## src/rtl/branch_rs.sv

```systemverilog
// rtl/branch_rs.sv - branch reservation station: collapsing age-ordered queue, CDB wakeup, oldest-ready issue
module branch_rs #(
  parameter int DEPTH = 4,
  parameter int W     = 16,
  parameter int TW    = 4
) (
  input  logic                         clk,
  input  logic                         rst,
  input  logic                         flush,
  input  logic                         disp_valid,
  output logic                         disp_ready,
  input  logic [3:0]                   disp_opcode,
  input  logic [TW-1:0]                disp_rob,
  input  logic [W-1:0]                 disp_vt,
  input  logic                         disp_rt,
  input  logic [W-1:0]                 disp_va,
  input  logic                         disp_ra,
  input  logic [W-1:0]                 disp_vb,
  input  logic                         disp_rb,
  input  logic                         cdb_valid,
  input  logic [TW-1:0]                cdb_tag,
  input  logic [W-1:0]                 cdb_value,
  output logic                         iss_valid,
  output logic [3:0]                   iss_opcode,
  output logic [TW-1:0]                iss_rob,
  output logic [W-1:0]                 iss_vt,
  output logic [W-1:0]                 iss_va,
  output logic [W-1:0]                 iss_vb,
  output logic [$clog2(DEPTH+1)-1:0]   occupancy
);

  localparam int OW = $clog2(DEPTH+1);
  localparam int IW = $clog2(DEPTH);

  typedef struct packed {
    logic [3:0]    op;
    logic [TW-1:0] rob;
    logic [W-1:0]  vt;
    logic [W-1:0]  va;
    logic [W-1:0]  vb;
    logic          rt;
    logic          ra;
    logic          rb;
  } entry_t;

  // Not-ready fields hold the producer tag in their low TW bits.
  function automatic entry_t f_wake(input entry_t e, input logic v,
                                    input logic [TW-1:0] t, input logic [W-1:0] d);
    entry_t e_out;
    e_out = e;
    if (v && !e.rt && e.vt[TW-1:0] == t) begin e_out.vt = d; e_out.rt = 1'b1; end
    if (v && !e.ra && e.va[TW-1:0] == t) begin e_out.va = d; e_out.ra = 1'b1; end
    if (v && !e.rb && e.vb[TW-1:0] == t) begin e_out.vb = d; e_out.rb = 1'b1; end
    return e_out;
  endfunction

  entry_t          r_ent [DEPTH];
  logic [OW-1:0]   r_occ;
  logic            r_iss_valid;
  entry_t          r_iss;

  entry_t          w_nxt [DEPTH];
  entry_t          w_new;
  logic            w_sel_found;
  logic [IW-1:0]   w_sel_idx;
  logic            w_issue;
  logic            w_accept;
  logic [OW-1:0]   w_wr_pos;
  logic [OW-1:0]   w_occ_nxt;

  assign disp_ready = (r_occ != OW'(DEPTH));

  // Selection sees only registered readiness, so same-cycle wakeups wait a cycle.
  always_comb begin
    w_sel_found = 1'b0;
    w_sel_idx   = '0;
    for (int i = DEPTH-1; i >= 0; i--) begin
      if (OW'(i) < r_occ && r_ent[i].rt && r_ent[i].ra && r_ent[i].rb) begin
        w_sel_found = 1'b1;
        w_sel_idx   = IW'(i);
      end
    end
  end

  assign w_issue   = w_sel_found;
  assign w_accept  = disp_valid && disp_ready;
  assign w_wr_pos  = w_issue ? (r_occ - OW'(1)) : r_occ;
  assign w_occ_nxt = r_occ + OW'(w_accept) - OW'(w_issue);

  always_comb begin
    w_new = '{op: disp_opcode, rob: disp_rob, vt: disp_vt, va: disp_va, vb: disp_vb,
              rt: disp_rt, ra: disp_ra, rb: disp_rb};
    w_new = f_wake(w_new, cdb_valid, cdb_tag, cdb_value);
    for (int i = 0; i < DEPTH; i++) begin
      w_nxt[i] = f_wake(r_ent[i], cdb_valid, cdb_tag, cdb_value);
    end
    if (w_issue) begin
      for (int i = 0; i < DEPTH-1; i++) begin
        if (IW'(i) >= w_sel_idx) w_nxt[i] = f_wake(r_ent[i+1], cdb_valid, cdb_tag, cdb_value);
      end
    end
    if (w_accept) w_nxt[w_wr_pos[IW-1:0]] = w_new;
  end

  always_ff @(posedge clk) begin
    if (rst) begin
      for (int i = 0; i < DEPTH; i++) r_ent[i] <= '0;
      r_occ       <= '0;
      r_iss_valid <= 1'b0;
      r_iss       <= '0;
    end else if (flush) begin
      r_occ       <= '0;
      r_iss_valid <= 1'b0;
    end else begin
      for (int i = 0; i < DEPTH; i++) r_ent[i] <= w_nxt[i];
      r_occ       <= w_occ_nxt;
      r_iss_valid <= w_issue;
      if (w_issue) r_iss <= r_ent[w_sel_idx];
    end
  end

  assign iss_valid  = r_iss_valid;
  assign iss_opcode = r_iss.op;
  assign iss_rob    = r_iss.rob;
  assign iss_vt     = r_iss.vt;
  assign iss_va     = r_iss.va;
  assign iss_vb     = r_iss.vb;
  assign occupancy  = r_occ;

endmodule

```

## config.mk

```make
export PLATFORM = sky130hd
export DESIGN_NAME = branch_rs
export DESIGN_NICKNAME = d
export VERILOG_FILES = /design/src/rtl/branch_rs.sv
export SDC_FILE = /design/constraint.sdc
export NUM_CORES = 1
export LEC_CHECK = 0
export ABC_AREA = 1
export CAP_MARGIN = 20
export CORE_MARGIN = 2
export CORE_UTILIZATION = 30
export DETAILED_ROUTE_END_ITERATION = 16
export MAX_ROUTING_LAYER = met4
export PLACE_DENSITY_LB_ADDON = 0.08
export SETUP_SLACK_MARGIN = 0.15
export SLEW_MARGIN = 20
export SYNTH_ARGS = -nofsm -noshare
export SYNTH_HDL_FRONTEND = slang
export SYNTH_SLANG_ARGS = --single-unit
export TNS_END_PERCENT = 30
```

## constraint.sdc

```tcl
create_clock -name clk -period 6.8 [get_ports clk]
set_input_delay 1.02 -clock clk [delete_from_list [all_inputs] [get_ports clk]]
set_output_delay 1.02 -clock clk [all_outputs]
set_load 0.005 [all_outputs]
```

## Word-level counts from Yosys, hierarchy flattened

Memories as Yosys holds them, arrays and structs flattened. A register that Yosys moved wholly into a read port is not among the register bits.
Cells that the tools add are included.
W data, S select, Z words.

| word-level totals | value |
|---|---|
| memories | 1 |
| bits of input ports | 84 |
| output and inout port bits | 61 |
| memory bits (writable) | 236 |
| bits in registers | 4 |
| logic and storage cells | 154 |

| operators by class | value |
|---|---|
| equality and inequality tests | 16 |
| reduce and logical (&&, ||, !) cells | 61 |
| $add $sub $neg | 3 |
| multiplexer cells | 56 |
| magnitude comparators | 9 |
| bitwise logic cells | 6 |

Memories:

| memory | depth | bits a word | rd ports | clocked after memory_dff | wr ports | line | RTL |
|---|---|---|---|---|---|---|---|
| r_ent | 4 | 59 | 5 | 1 | 4 | 57 | `entry_t r_ent [DEPTH];` |

Operator list:

| cell | count |
|---|---|
| $mux W59 | 8 |
| $mux W16 | 15 |
| $bwmux W236 | 1 |
| $mux W236 | 1 |
| $mux W177 | 1 |
| $demux W59 S2 | 1 |
| $eq A4 B4 Y1 | 15 |
| $logic_and A1 B1 Y1 | 44 |
| $mux W1 | 24 |
| $logic_not A1 Y1 | 15 |
| $mux W2 | 5 |
| $lt A1 B3 Y1 const A | 2 |
| $lt A2 B3 Y1 const A | 2 |
| $ge A1 B2 Y1 const A | 2 |
| $or A1 B1 Y1 | 4 |
| $add A3 B1 Y3 | 1 |
| $ge A3 B3 Y1 const B | 1 |
| $lt A3 B1 Y1 const B | 1 |
| $ne A3 B3 Y1 const B | 1 |
| $not A2 Y3 | 1 |
| $sub A3 B1 Y3 | 1 |
| $ge A2 B2 Y1 const A | 1 |
| $reduce_and A2 Y1 | 1 |
| $reduce_or A2 Y1 | 1 |
| other kinds (2) | 2 |

## Logic depth before layout (Yosys ltp)

Gate-level depths: netlist of run 1.

| logic depth | value |
|---|---|
| word-level depth | 17 |
| mapped depth | 15 |
| mapped depth without buffers | 13 |

## Worst setup path before layout of run 1

OpenSTA, ideal clock, no wires.

| path | value |
|---|---|
| path type | input-to-reg |
| from | input rst |
| to | memory r_ent[0][0] (netlist bit) (enable) |
| library setup time | 0.598 ns |
| path slack | -0.321 ns |
| arrival time | 6.522 ns |
| buffers on the path | 2 |
| stages | 4 |
| data required time | 6.202 ns |
| cell sequence | clkbuf_1 clkbuf_1 inv_1 nand2_1 |

RTL lines:

| element | line | RTL |
|---|---|---|
| start, declared | 8 | `input logic rst,` |
| end, declared | 57 |  |

==> results of run 1 <==
==> per-layer routing <==
layer | GRT usage (%) | vias to the layer above | share of wire [%]
met5 | - | - | 0
met4 | 10.1 | 0 | 3.7
met3 | 3.05 | 185 | 6.2
li1 | - | 12900 | -
met2 | 44.2 | 990 | 46
met1 | 36.0 | 12600 | 44
==> worst max-delay path: cells and delay by family (launching register included) <==
| family | cells | cell delay, ns |
|---|---|---|
| buffers and inverters | 2 | 1.09 |
| and+or+nand+nor | 9 | 2.80 |
| adders and majority gates | 1 | 0.24 |
| DFF | 1 | 0.33 |
==> layout make-up <==
class / instances / area [um2]
clock buffer: 68 / 1250
multi-input combinational: 2957 / 13100
antenna: 1 / 2.50
tap: 1060 / 1330
fill: 9137 / 52700
sequential: 296 / 8290
inverter: 491 / 1850
timing repair buffer: 220 / 2080
clock inverter: 11 / 57.6
==> cell usage in the layout (no fill, tap or decap), types with 4 or more instances in the layout <==
cell,count
nand3_4,4
clkbuf_8,4
nor2_4,9
nor2_2,25
buf_4,71
inv_2,13
edfxtp_1,236
a21oi_1,15
nand3_1,595
clkinv_2,6
nand4_1,257
clkdlybuf4s50_1,143
clkbuf_16,45
nand2_1,1448
o21ai_0,50
xor2_1,7
inv_1,458
clkbuf_1,19
dfxtp_1,60
nand2_4,6
buf_12,4
nor2_1,466
o21ai_1,14
clkinv_1,22
ha_1,4
nand2_2,44
==> sequential cells by signal, indices dropped and copies added (netlist names) <==
register	flops
r_ent	236
occupancy	3
iss_rob	4
iss_vb	16
iss_valid	1
iss_opcode	4
iss_va	16
iss_vt	16
==> report_power, final <==
group	switching [W]	total, W	internal (W)	leakage (nW)
combinational	0.000820	0.00114	0.000317	9.73
clock	0.000970	0.00223	0.00126	0.641
sequential	0.0000519	0.00213	0.00208	3.09
==> through the flow <==
step	hold WS [ns]	cell area (um2)	setup WS (ns)	util (%)
after CTS	0.568	27900	2.11	34.6
after detailed placement	0.553	26600	2.13	33.0
final	0.564	28000	2.01	34.7
after floorplan	0.554	24500	1.92	-
after global placement	0.549	26600	2.19	33.0
after global routing	0.599	28000	1.75	34.7
==> path summary, 6_finish.rpt <==
check / from / end / slack [ns]
min: iss_va[10] / iss_va[10] / 0.56
max reg2reg: occupancy[1] / r_ent[0][33] / 2.01
min reg2reg: iss_va[10] / iss_va[10] / 0.56
max: occupancy[1] / r_ent[0][33] / 2.01
==> cell families after synthesis <==
kind of cell,after synthesis,share of synthesized area [%]
flip-flops,296,33.8
buffers and inverters,768,13.1
adder cells (fa/ha/maj),5,0.286
XOR/XNOR,7,0.250
AO/OA/AOI/OAI,82,1.72
AND/OR/NAND/NOR,2863,50.8
==> out/metrics.yaml, run 1 <==
ys_seq_area_share_pct: 33.8
cts_buffers: 44
syn_inst: 4021
async_flop_share_pct: 0
cpMostUsedCell: "nand2_1"
drc_errors: 0
drive_gt1_share_pct: 6.06
drt_iter0_markers: 2332
period_needed_ns: 4.79
worstMarginPinSlew_ns: 1.12
cts_sinks: 296
cp.arrival_ns: 5.13
antenna_found_initial: 0
viasPerCell: 5.23
max_stage_delay_ns: 0.95
maxSlewViolCount: 0
h-tree-depth: 2
slowest_stage: "buf_4"
tritoncts: "done"
chipWidth_um: 290
clk_latency_ns: 0.60
hpwl_mm: 68.1
p_leak_nw: 13.5
die-area_um2: 84000
hold_class: "flip-flop to flip-flop"
fin_skew_ns: 0.0313
antenna_left: 0
ff2ff_path_depth: 12
fin_crit_sh_pct: 70.5
synth.most_common_cell: "nand2_1"
fin_cells: 5104
slew_headroom_pct: 25.3
synth_top_cell_area_share_pct: 28.9
synthFlopType: "edfxtp_1"
grt_overflow: 0
syn_nets: 4110
tns_ns: 0
syn_area_per_cell_um2: 6.10
fmax_mhz: 209
gp_congestion: 0.857
endpoint_kind: "flip-flop"
track_usage_pct: 27.6
fp.dieH_um: 290
ys_ff_latch: 296
yosys.area.top_type: "edfxtp_1"
setup_viol: 0
rsz0062_at_grt: "no"
port_buffers: 144
critPathLaunchType: "flip-flop"
grt_max_degree: 171
pin_count: 145
wl_per_cell_um: 22.6
cts_root_buf: "clkbuf_16"
irDropWorstVdd_uv: 154
synth_edf_count: 236
synth_common_cells: "nand2_1, nand3_1, nor2_1"
core_um2: 80700
ys_types: 28
whs_path_depth: 4
cts-hold-fix-buffers: 0
synthTopCellsByArea: "edfxtp_1, nand2_1, nand3_1, nor2_1, inv_1"
cts_repair_resize_count: 0
finalHoldViolations: 0
grt_pass1_vias: 25800
syn_area_um2: 24500
critPathKind: "flip-flop to flip-flop"
place_inst: 5023
grt_pass1_wl_mm: 171
yosys_warnings: 0
drt_pass1_iterations: 5
vias: 26700
required_ns: 7.14
cts.path.max_buffers: 3
outcome: "finished, final reports clean"
critPathMaxFanout: 83
nets: 4099
powerDensity_nw_per_um2: 197
num_rows: 104
start_util_pct: 30.4
postCtsSetupBuffers: 0
cap_violations: 0
synthToLayoutAreaGrowth_pct: 14.1
finalPower_w: 0.00550
path_clk_slew_ns: 0.06
crit_chain: "inv_1 -> ha_1 -> nand2_1 -> nand2_8 -> nand2_4 -> nor2_4 -> nand2_1 -> nand2_4 -> buf_4 -> nand4_1 -> nand2_1 -> nor2_1"
routed_wl_mm: 115
Note: power is estimated with default switching activity, not from simulation.
==> inputs of run 2 (changes only) <==
clock period = 4.4 ns   (was 6.8 ns; I/O delays follow)
==> run 2 against run 1 <==
Sequential power rose by 54%. Final cell count is 0.69% higher. Non-clock buffer count up 33. Core utilization grew 0.60 points. Clock-buffer cell count increased by 4. Sequential cell count is the same. Largest cell class unchanged. Highest routed layer unchanged.
==> out/metrics.yaml, run 2 (synthesis results as in run 1) <==
outcome: "finished, final reports clean"
critPathLaunchType: "flip-flop"
antenna_found_initial: 3  # +3
drc_errors: 0  # unchanged
antenna_left: 0  # unchanged
postCtsSetupBuffers: 0  # unchanged
grt_pass1_vias: 25400  # -1.5%
gp_congestion: 0.882  # +3.0%
clk_latency_ns: 0.60  # about the same
tritoncts: "done"
place_inst: 5057  # +0.68%
drt_iter0_markers: 2684  # +15%
cts_buffers: 44  # unchanged
final_common_cell: "nand2_1"
hpwl_mm: 71.0  # +4.2%
fmax_mhz: 262  # +26%
wl_per_cell_um: 22.8  # +0.98%
core_um2: 80700  # unchanged
cts_sinks: 296  # unchanged
setup_viol: 0  # unchanged
chipWidth_um: 290  # unchanged
irDropWorstVdd_uv: 245  # +59%
min_to: "iss_vt[9]"
cap_violations: 0  # unchanged
r2r_slack_ns: 0.59  # -1.42 ns
largest_register: "r_ent"
final_cell_mix: "nand2_1, nand3_1, nor2_1"
pin_count: 145  # unchanged
drt_pass1_iterations: 5  # unchanged
vias: 26700  # +0.15%
nets: 4132  # +0.81%
fin_skew_ns: 0.0370  # +0.00564 ns
grt_overflow: 0  # unchanged
endpoint_kind: "flip-flop"
finalHoldViolations: 0  # unchanged
cp.arrival_ns: 4.13  # -1.00 ns
die-area_um2: 84000  # unchanged
rsz0062_at_grt: "no"
slew_headroom_pct: 25.4  # +0.048 points
powerDensity_nw_per_um2: 308  # +57%
synthToLayoutAreaGrowth_pct: 16.1
ff2ff_path_depth: 13  # +1
port_buffers: 144  # unchanged
worstReg2RegStart: "occupancy[1]"
track_usage_pct: 27.9  # +0.29 points
fp.dieH_um: 290  # unchanged
place_area_um2: 27000  # +1.4%
critPathKind: "flip-flop to flip-flop"
cts_repair_resize_count: 0  # unchanged
start_util_pct: 30.4  # unchanged
hold_class: "flip-flop to flip-flop"
grt_pass1_wl_mm: 172  # +0.72%
hp-start: "iss_vt[9]"
h-tree-depth: 2  # unchanged
fin_cells: 5139  # +0.69%
cts_root_buf: "clkbuf_16"
final_area_um2: 28400  # +1.7%
num_rows: 104  # unchanged
largest_reg_flops: 236  # unchanged
routed_wl_mm: 117  # +1.7%
grt_max_degree: 138  # -19%
maxSlewViolCount: 0  # unchanged
tns_ns: 0  # unchanged
fin_crit_sh_pct: 86.6  # +16 points
period_needed_ns: 3.81  # -0.980 ns
required_ns: 4.72  # -2.42 ns
reg2reg_to: "r_ent[1][55]"
whs_path_depth: 4  # unchanged
drive_gt1_share_pct: 7.06  # +1.0 points
p_leak_nw: 13.7  # +2.0%
viasPerCell: 5.20  # -0.53%
critPathMaxFanout: 66  # -20%
cts.path.max_buffers: 3  # unchanged
worstMarginPinSlew_ns: 1.12  # -0.000722 ns
path_clk_slew_ns: 0.06  # about the same
cts-hold-fix-buffers: 0  # unchanged
run 2: cell count changes in the layout (fill, tap and decap cells not counted), sizes merged:
cell | before | now
clkbuf | 68 | 72
diode | 1 | 2
inv | 474 | 473
clkinv | 28 | 25
bufinv | 0 | 1
buf | 77 | 110
run 2: how the worst max path moves through the flow:
stage	to	slack, ns	start
after floorplan	r_ent[0][0]	1.07	rst
after global placement	r_ent[1][35]	0.57	cdb_tag[2]
after detailed placement	r_ent[1][40]	0.47	cdb_tag[2]
after CTS	r_ent[1][55]	0.61	occupancy[1]
after global routing	r_ent[3][56]	0.38	occupancy[1]
final	r_ent[1][55]	0.59	occupancy[1]
run 2: layer usage:
| layer | GRT usage [%] | part of all wire [%] | up-vias |
|---|---|---|---|
| met2 | 44.6 | 46 | 1045 |
| met3 | 4.11 | 7.0 | 190 |
| li1 | - | - | 12900 |
| met1 | 36.1 | 43 | 12600 |
| met5 | - | 0 | - |
| met4 | 9.12 | 3.3 | 0 |
run 2: power breakdown:
| part | switching (W) | internal [W] | leakage (nW) | total [W] |
|---|---|---|---|---|
| clock | 0.00150 | 0.00220 | 0.719 | 0.00369 |
| sequential | 0.0000846 | 0.00321 | 3.09 | 0.00329 |
| combinational | 0.00127 | 0.000513 | 9.93 | 0.00178 |
run 2: stage by stage:
| step | hold slack (ns) | setup WS [ns] | power [W] | util [%] |
|---|---|---|---|---|
| 3_5_place_dp | 0.544 | 0.475 | 0.00510 | 33.5 |
| 3_3_place_gp | 0.549 | 0.571 | 0.00511 | 33.5 |
| 6_report | 0.561 | 0.589 | 0.00877 | 35.3 |
| 4_1_cts | 0.562 | 0.607 | 0.00883 | 35.3 |
| 2_1_floorplan | 0.554 | 1.07 | 0.00445 | - |
| 5_1_grt | 0.595 | 0.380 | 0.00913 | 35.3 |
run 2: worst max-delay path: stages, from the launching register on:
cell and delay, ns:
dfxtp_1 0.33, inv_1 0.15, ha_1 0.22, nand2_1 0.14
nand2_8 0.33, nand2_4 0.12, nor2_4 0.24, nand2_1 0.12
nand2_4 0.13, buf_4 0.84, nand3_1 0.40, buf_4 0.33
nor2_1 0.11, nor2_1 0.05
run 2: area by class of cell:
cell class | count | area [um2]
Sequential cell | 296 | 8290
Multi-Input combinational cell | 2957 | 13100
Antenna cell | 2 | 5.00
Clock buffer | 72 | 1390
Inverter | 491 | 1850
Fill cell | 9061 | 52200
Clock inverter | 8 | 62.6
Timing Repair Buffer | 253 | 2430
Tap cell | 1060 | 1330
==> inputs of run 3 (changes only) <==
CORE_UTILIZATION = 29   (was 30)
==> run 3 against run 2 <==
Critical path depth fell by 1. Worst hold slack improved by 0.0045 ns. Power rose by 4.6%. Clock power rose by 10%. Cell area rose by 1.2%. Final cell count rose by 1.7%. First-iteration DRC count fell by 8.7%. Largest cell class unchanged. Non-clock buffer count rose by 9. Register-to-register slack improved by 0.35 ns. Global-route usage fell by 0.098 points. Critical path type unchanged.
==> out/metrics.yaml, run 3 (synthesis results as in run 1) <==
outcome: "finished, final reports clean"
h-tree-depth: 2  # unchanged
gp_congestion: 0.875  # -0.88%
crit_chain: "inv_1 -> ha_1 -> nand2_1 -> nand2_8 -> nand2_4 -> nor2_4 -> nand2_1 -> nand2_4 -> buf_4 -> nand4_1 -> nand2_1 -> nor2_1"
nFillCells: 9335  # +3.0%
critPathMaxFanout: 44  # -33%
max_stage_delay_ns: 0.65  # -0.19 ns
port_buffers: 144  # unchanged
min_to: "iss_va[12]"
num_rows: 106  # +1.9%
hp-start: "iss_va[12]"
regArea_um2: 8290  # unchanged
core_um2: 83700  # +3.7%
grt_overflow: 0  # unchanged
finalPower_w: 0.00917  # +4.6%
worstMarginPinSlew_ns: 1.20  # +0.0851 ns
cts_buffers: 46  # +4.5%
drc_errors: 0  # unchanged
endpoint_kind: "flip-flop"
drt_iter0_markers: 2451  # -8.7%
cp.arrival_ns: 3.79  # -0.34 ns
r2r_slack_ns: 0.94  # +0.35 ns
track_usage_pct: 27.8  # -0.098 points
final_area_um2: 28800  # +1.2%
cpMostUsedCell: "nand2_1"
powerDensity_nw_per_um2: 319  # +3.4%
finalHoldViolations: 0  # unchanged
final_cell_mix: "nand2_1, nand3_1, nor2_1"
fin_crit_sh_pct: 78.6  # -8.1 points
hold_class: "flip-flop to flip-flop"
path_clk_slew_ns: 0.06  # about the same
critPathKind: "flip-flop to flip-flop"
fin_skew_ns: 0.0311  # -0.00585 ns
critPathLaunchType: "flip-flop"
slew_headroom_pct: 19.7  # -5.7 points
fmax_mhz: 289  # +10%
p_leak_nw: 13.9  # +1.0%
setup_viol: 0  # unchanged
cts_root_buf: "clkbuf_16"
tns_ns: 0  # unchanged
die-area_um2: 86900  # +3.4%
routed_wl_mm: 119  # +2.0%
pin_count: 145  # unchanged
worstReg2RegStart: "occupancy[1]"
holdWs_ns: 0.566  # +0.00446 ns
largest_register: "r_ent"
final_common_cell: "nand2_1"
rsz0062_at_grt: "no"
drt_pass1_iterations: 6  # +1
cts-hold-fix-buffers: 0  # unchanged
viasPerCell: 5.15  # -0.95%
antenna_left: 0  # unchanged
wl_per_cell_um: 22.8  # +0.24%
multi_input_area_um2: 13100  # unchanged
nets: 4143  # +0.27%
postCtsSetupBuffers: 0  # unchanged
start_util_pct: 29.3  # -1.1 points
maxSlewViolCount: 0  # unchanged
clk_latency_ns: 0.61  # about the same
cts_repair_resize_count: 0  # unchanged
chipWidth_um: 295  # +1.7%
hpwl_mm: 72.8  # +2.5%
grt_pass1_wl_mm: 174  # +1.1%
place_inst: 5140  # +1.6%
cts.path.max_buffers: 3  # unchanged
grt_pass1_vias: 25600  # +0.88%
drive_gt1_share_pct: 7.50  # +0.44 points
place_area_um2: 27200  # +0.64%
cap_violations: 0  # unchanged
synthToLayoutAreaGrowth_pct: 17.4
grt_max_degree: 177  # +28%
fp.dieH_um: 295  # +1.7%
slowest_stage: "buf_4"
period_needed_ns: 3.46  # -0.354 ns
fin_cells: 5227  # +1.7%
tritoncts: "done"
reg2reg_to: "r_ent[3][20]"
largest_reg_flops: 236  # unchanged
whs_path_depth: 4  # unchanged
irDropWorstVdd_uv: 264  # +7.9%
cts_sinks: 296  # unchanged
vias: 26900  # +0.75%
antenna_found_initial: 2  # -1
ff2ff_path_depth: 12  # -1
required_ns: 4.73  # about the same
[run 3: cell types whose count changed in the layout (fill, tap and decap cells not counted), moves of 3 or more]
| cell | delta |
|---|---|
| buf_4 | +8 |
| bufinv_16 | +6 |
| clkbuf_1 | -6 |
| clkbuf_8 | -5 |
| clkinv_2 | +3 |
| inv_6 | +3 |
[run 3: stage by stage]
step | utilization, % | setup slack (ns)
6_report | 34.4 | 0.943
5_1_grt | 34.4 | 0.674
4_1_cts | 34.4 | 0.952
3_5_place_dp | 32.5 | 0.477
3_3_place_gp | 32.5 | 0.588
2_1_floorplan | - | 1.07
[run 3: how the worst max path moves through the flow]
stage | startpoint | depth (start not counted) | slack (ns) | endpoint
2_1_floorplan | rst | 4 | 1.07 | r_ent[0][0]
4_1_cts | occupancy[1] | 12 | 0.95 | r_ent[3][20]
5_1_grt | occupancy[1] | 12 | 0.67 | r_ent[3][20]
3_3_place_gp | cdb_tag[2] | 10 | 0.59 | r_ent[3][37]
6_report | occupancy[1] | 12 | 0.94 | r_ent[3][20]
3_5_place_dp | cdb_tag[2] | 10 | 0.48 | r_ent[3][36]
[run 3: power by group]
group          switching, W  total (W)  leakage (nW)  internal (W)
Clock               0.00159    0.00407         0.796       0.00248
Sequential        0.0000837    0.00329          3.09       0.00321
Combinational       0.00128    0.00180          9.99      0.000521
[run 3: cell type report]
class / instances / area share, %
diodes: 1 / 0.00869
clock buffers: 61 / 4.51
clock inverters: 25 / 1.12
inverters: 491 / 6.42
multi-input cells: 2957 / 45.5
flip-flops and latches: 296 / 28.8
well taps: 1134 / 4.93
repair buffers: 262 / 8.72
[run 3: critical path: cells and delay by family (launching register included)]
kind	cells	cell delay (ns)
and+or+nand+nor	9	1.76
buffers and inverters	2	0.80
DFF	1	0.34
adders and majority gates	1	0.24
[run 3: per-layer routing]
metal | vias up | track usage [%] | part of all wire, %
li1 | 12900 | - | -
met1 | 12800 | 36.1 | 44
met2 | 981 | 45.0 | 47
met3 | 197 | 3.08 | 6.1
met4 | 0 | 8.86 | 3.5
met5 | - | - | 0
